File: config.mk
export PLATFORM = sky130hd
export DESIGN_NAME = game_turn_controller
export DESIGN_NICKNAME = d
export VERILOG_FILES = /design/src/rtl/game_turn_controller.sv
export SDC_FILE = /design/constraint.sdc
export NUM_CORES = 1
export LEC_CHECK = 0
export ABC_AREA = 1
export ABC_CLOCK_PERIOD_IN_PS = 2400
export CAP_MARGIN = 20
export CORE_AREA = 10 10 80 68
export DETAILED_ROUTE_END_ITERATION = 7
export DIE_AREA = 0 0 90 78
export PLACE_DENSITY = 0.71
export SLEW_MARGIN = 30
export SYNTH_ARGS = -nofsm -noshare
export SYNTH_HDL_FRONTEND = slang
export SYNTH_SLANG_ARGS = --single-unit
File: constraint.sdc
create_clock -name clk -period 2.4 [get_ports clk]
set_input_delay 0.48 -clock clk [delete_from_list [all_inputs] [get_ports clk]]
set_output_delay 0.48 -clock clk [all_outputs]
set_load 0.01 [all_outputs]
File: src/rtl/game_turn_controller.sv
// Two-player turn/scoring controller: tracks whose turn it is, hit counts and
// the per-turn timer, and emits a status code plus a one-cycle write strobe.
module game_turn_controller #(
  parameter int HITS_TO_WIN = 5,
  parameter int TURN_TICKS  = 30,
  parameter int ERR_TICKS   = 2
) (
  input  logic       clk,
  input  logic       rst,
  input  logic       tick,
  input  logic       restart,
  input  logic       move_valid,
  input  logic       move_ok,
  input  logic       hit,
  output logic       write_en,
  output logic [7:0] new_state,
  output logic       turn,
  output logic [3:0] p1_hits,
  output logic [3:0] p2_hits,
  output logic [5:0] time_left,
  output logic       game_over
);

  typedef enum logic [1:0] {
    ST_TURN_P1,
    ST_TURN_P2,
    ST_ERROR,
    ST_GAME_OVER
  } state_t;

  localparam logic [3:0] WIN_COUNT  = 4'(HITS_TO_WIN);
  localparam logic [5:0] TURN_LOAD  = 6'(TURN_TICKS);
  localparam logic [3:0] ERR_LAST   = 4'(ERR_TICKS - 1);

  state_t     state, state_nxt;
  logic [3:0] err_cnt, err_nxt;
  logic       turn_nxt;
  logic [3:0] p1_nxt, p2_nxt;
  logic [5:0] time_nxt;
  logic [7:0] code_nxt;
  logic       we_nxt;
  logic       over_nxt;
  logic [3:0] mover_hits, mover_inc;

  assign mover_hits = turn ? p2_hits : p1_hits;
  // Saturate rather than wrap, even though a legal HITS_TO_WIN never gets here.
  assign mover_inc  = (mover_hits == 4'hF) ? 4'hF : mover_hits + 4'd1;

  // NOTE: sequential state uses non-blocking assignments so every flop samples
  // the pre-edge values; blocking here would create order-dependent races.
  always_ff @(posedge clk or negedge rst) begin
    if (!rst) begin
      state     <= ST_TURN_P1;
      turn      <= 1'b0;
      p1_hits   <= '0;
      p2_hits   <= '0;
      time_left <= TURN_LOAD;
      err_cnt   <= '0;
      new_state <= 8'h00;
      write_en  <= 1'b0;
      game_over <= 1'b0;
    end else begin
      state     <= state_nxt;
      turn      <= turn_nxt;
      p1_hits   <= p1_nxt;
      p2_hits   <= p2_nxt;
      time_left <= time_nxt;
      err_cnt   <= err_nxt;
      new_state <= code_nxt;
      write_en  <= we_nxt;
      game_over <= over_nxt;
    end
  end

  // NOTE: every combinational output is given a default first so no path
  // through the case statement can leave it unassigned and infer a latch.
  always_comb begin
    state_nxt = state;
    if (restart) begin
      state_nxt = ST_TURN_P1;
    end else begin
      case (state)
        ST_TURN_P1, ST_TURN_P2: begin
          if (move_valid) begin
            if (!move_ok)
              state_nxt = ST_ERROR;
            else if (hit && mover_inc == WIN_COUNT)
              state_nxt = ST_GAME_OVER;
            else
              state_nxt = turn ? ST_TURN_P1 : ST_TURN_P2;
          end else if (tick && time_left == 6'd1) begin
            state_nxt = turn ? ST_TURN_P1 : ST_TURN_P2;
          end
        end
        ST_ERROR: begin
          if (tick && err_cnt == ERR_LAST)
            state_nxt = turn ? ST_TURN_P2 : ST_TURN_P1;
        end
        default: state_nxt = state;
      endcase
    end
  end

  always_comb begin
    turn_nxt = turn;
    p1_nxt   = p1_hits;
    p2_nxt   = p2_hits;
    time_nxt = time_left;
    err_nxt  = err_cnt;
    if (restart) begin
      turn_nxt = 1'b0;
      p1_nxt   = '0;
      p2_nxt   = '0;
      time_nxt = TURN_LOAD;
      err_nxt  = '0;
    end else begin
      case (state)
        ST_TURN_P1, ST_TURN_P2: begin
          // A move in the same cycle as a tick takes precedence; the tick is lost.
          if (move_valid) begin
            if (move_ok) begin
              if (hit) begin
                if (turn) p2_nxt = mover_inc;
                else      p1_nxt = mover_inc;
              end
              if (state_nxt != ST_GAME_OVER) begin
                turn_nxt = ~turn;
                time_nxt = TURN_LOAD;
              end
            end else begin
              err_nxt = '0;
            end
          end else if (tick) begin
            if (time_left == 6'd1) begin
              turn_nxt = ~turn;
              time_nxt = TURN_LOAD;
            end else begin
              time_nxt = time_left - 6'd1;
            end
          end
        end
        ST_ERROR: begin
          if (tick) begin
            if (err_cnt == ERR_LAST) begin
              time_nxt = TURN_LOAD;
              err_nxt  = '0;
            end else begin
              err_nxt = err_cnt + 4'd1;
            end
          end
        end
        default: ;
      endcase
    end

    case (state_nxt)
      ST_TURN_P1:   code_nxt = 8'h00;
      ST_TURN_P2:   code_nxt = 8'h01;
      ST_ERROR:     code_nxt = {7'b1000000, turn_nxt};
      default:      code_nxt = {7'b0100000, turn_nxt};
    endcase
    // Restart always rewrites 0x00 even if the register already holds it.
    we_nxt   = restart || (code_nxt != new_state);
    over_nxt = (state_nxt == ST_GAME_OVER);
  end

endmodule

==> impl_results.md <==
* Run status: completed
* Fin util at a little under three fifths
* Delay of the slowest critical-path stage at roughly 0.49 ns
* Clk_lat worst skew at between 0.2 and 0.3 ns
* Logic gate share of total power at 33.4%
* Setup Crit Path Kind: flip-flop to flip-flop
* Vias per std cell at roughly 4.6
* Sw frac at 34.21%
* Crit start category: flip-flop
* Asr flop ratio synth at between 90% and 100%
* Final Hold Slack at ~0.51 ns
* Final WL at 3.949 mm
* Total GRT Usage at 11.42%
* Number of synthesized flops with an enable pin at 0
* PortBufs at 26
* Synth warn at 0
* Num rows at 21
* Post-DRT Antenna Nets at 0
* First-pass DRT Iterations at 4
* Kind of end point of the critical path: flip-flop
* Post-synth cell types at 30
* Commonest cells post-synth: 61 x nand2_1, 31 x inv_1, 29 x nor2_1, 21 x dfrtp_1, 16 x nand3_1
* P&R area growth vs syn at 31.06%
* Clk network pwr share at a little under a quarter
* Crit-path slowest cell: dfrtp_2
* First-pass GRT wire length at 6.844 mm
* Min Tclk post-route at 2.286 ns
* DR DRC count at 0
* CP dominant cell by count: nand2_1
* Final hold vios at 0
* Placed insts at 322
* DR vias at approximately 1,500
* Reg power frac at 44.0%
* Starting density of the core at between 40% and 50%
* NetSw at 0.3981 mW
* #FFs+latches synth at 25
* Antenna violations before repair at 0
* # setup viols final at 0
* Antenna cells at 0
* Final HPWL DP at 2.931 mm
* CP bufs+invs at 2
* Leading area contributor after synthesis: dfrtp_1
* Largest net degree at the start of global routing at 26
* Crit-path cells: nand2_1 > nand2_2 > ha_4 > or2_0 > nand2_1 > nor2_1 > nand2_1 > nand2_1 > nand2_1 > nand2_2 > nand4_4 > nand2_4 > a211oi_4 > buf_6 > buf_4 > o21ai_2
* CTS Buf Count at 3
* Worst vdd ir at between 0.5 and 0.6 mV
* Worst Path Arrival at 2.50 ns
* Largest delay share family, worst path: simple AND/OR/NAND/NOR gates
* Most common cell in the synthesized netlist: nand2_1
* Max Slew Vio Count at 0
* F_max at ~440 MHz
* Clk_skew at roughly 0.0085 ns
* RSZ-0062 raised after global routing: true
* Clk sinks at 25
* Worst Hold Class: flip-flop to flip-flop
* Synth top area share at between 30% and 40%
* P_leak at 1.092 nW
* Post-Syn Area at 1668 µm²
* Internal power at 0.7658 mW
* Overflow after GRT at 0
* Fillcell total at 387
* Die area at 7020 µm²
* Vias in the first global route at 1,534
* CTS root buf: clkbuf_8
* Crit Path Max Fanout at 6
* Worst Path Required at 2.61 ns
* Clock transition at the registers of the reported paths at 0.10 ns
* Post-DR wirelength/cell at 12.04 µm
* Non-filler cells, final at 328
* Syn Inst Count at ~230
* Cell Pwr Density at approximately 530 nW/µm²
* Sequential share of the synthesized area at 37.81%
* Die X at 90 µm
* Share of layout cells above drive strength 1 at 20.30%
* Die outline height at roughly 80 µm
* Placeable core area at 3968 µm²
* Period utilization at around 95%
* I/O Pins at 32
* H-tree Lvls at 1
* TritonCTS clock tree: yes
* Avg Inst Size Synth at 7.283 µm²
* Initial DRC Count at 72
* Dominant synthesized flop cell: dfrtp_1
* Ranking of synthesized cells by area: dfrtp_1 32%, nand2_1 14%, inv_1 7.0%
* RePlAce Congestion at 0.8242
* Clock buffer depth at 2
* Max-cap violations at 0
* Final nets at about 280
layout make-up:
class / count / area, µm² / area share (%)
Multi-Input combinational cell: 165 / 900.9 / 41.21
Sequential cell: 25 / 631.9 / 28.91
Timing Repair Buffer: 44 / 406.6 / 18.60
Inverter: 33 / 128.9 / 5.896
Tap cell: 57 / 71.32 / 3.263
Clock buffer: 3 / 41.29 / 1.889
Clock inverter: 1 / 5.005 / 0.2290
power groups by stage:
stage	Clock [mW]	Combinational (mW)	Sequential (mW)
4_1_cts	0.279	0.364	0.512
5_1_grt	0.285	0.440	0.521
3_3_place_gp	0	0.357	0.519
3_5_place_dp	0	0.362	0.520
6_report	0.263	0.388	0.512
2_1_floorplan	0	0.210	0.523
sequential cells by signal, summed over array words and instances (netlist names):
name / count
p1_hits: 4
state: 2
turn: 1
p2_hits: 4
err_cnt: 4
write_en: 1
new_state: 3
time_left: 6
metal layers:
layer	vias up	global-route usage (%)	part of all wire [%]
met1	676	14.17	47
li1	793	-	-
met5	-	0	0
met2	25	18.26	47
met4	0	3.175	1.0
met3	5	4.231	5.6
worst paths after layout:
kind | from | endpoint | slack [ns] | depth (start not counted)
worst max register to register | turn | time_left[1] | 0.11 | 16
worst max-delay path | turn | time_left[1] | 0.11 | 16
min in group asynchronous | rst | p2_hits[3] | 0.56 | 2
worst min-delay path | time_left[3] | time_left[3] | 0.51 | 2
worst min register to register | time_left[3] | time_left[3] | 0.51 | 2
max in group asynchronous | rst | time_left[2] | 1.54 | 2
stage by stage:
| step | area [µm²] | worst slack [ns] | power [mW] | TNS, ns |
|---|---|---|---|---|
| global route | 2186 | -0.1220 | 1.245 | -0.4017 |
| CTS | 2107 | 0.05408 | 1.155 | 0 |
| detailed placement | 2059 | -0.02056 | 0.8818 | -0.02056 |
| global placement | 2059 | -0.03940 | 0.8761 | -0.03940 |
| floorplan | 1683 | 0.1266 | 0.7332 | 0 |
| finish | 2186 | 0.1144 | 1.164 | 0 |
worst register-to-register path: cells and delay by family, from the launching register on:
kind                       cells  cell delay, ns
and+or+nand+nor               11            0.96
AOI/OAI and AO/OA              2            0.32
buffers and inverters          2            0.27
DFF                            1            0.49
adders and majority gates      1            0.17
cell families (layout without fill, tap and decap cells):
kind of cell	Yosys count	in the layout	synth area share, %
AOI/OAI and AO/OA	27	27	10.65
DFF	25	25	37.81
and+or+nand+nor	125	125	33.76
xor gates and xnor gates	3	3	1.576
adders and majority gates	5	5	3.751
other	1	5	0.2248
buffers and inverters	43	81	12.23
placed cells by master, fill, tap and decap left out, drive strengths merged:
master	instances
clkinv	2
dfstp	4
nor3	5
buf	18
nor2	29
o21ai	15
clkdlybuf4s50	26
ha	5
nand3	16
o22ai	1
conb	5
nand4	4
nor3b	2
inv	32
a31oi	1
or2	1
nand2	68
a21oi	5
clkbuf	3
xor2	3
dfrtp	21
a211oi	2
o21a	2
o31ai	1
what timing repair did:
action                                  in CTS  in global routing
resized for setup                            1                 20
setup buffers                                0                  2
pin swaps                                    0                 13
endpoints found under the hold margin        0                  0
endpoints found under the setup margin       3                  9
hold buffers                                 0                  0
(Power assumes the default switching activity.)
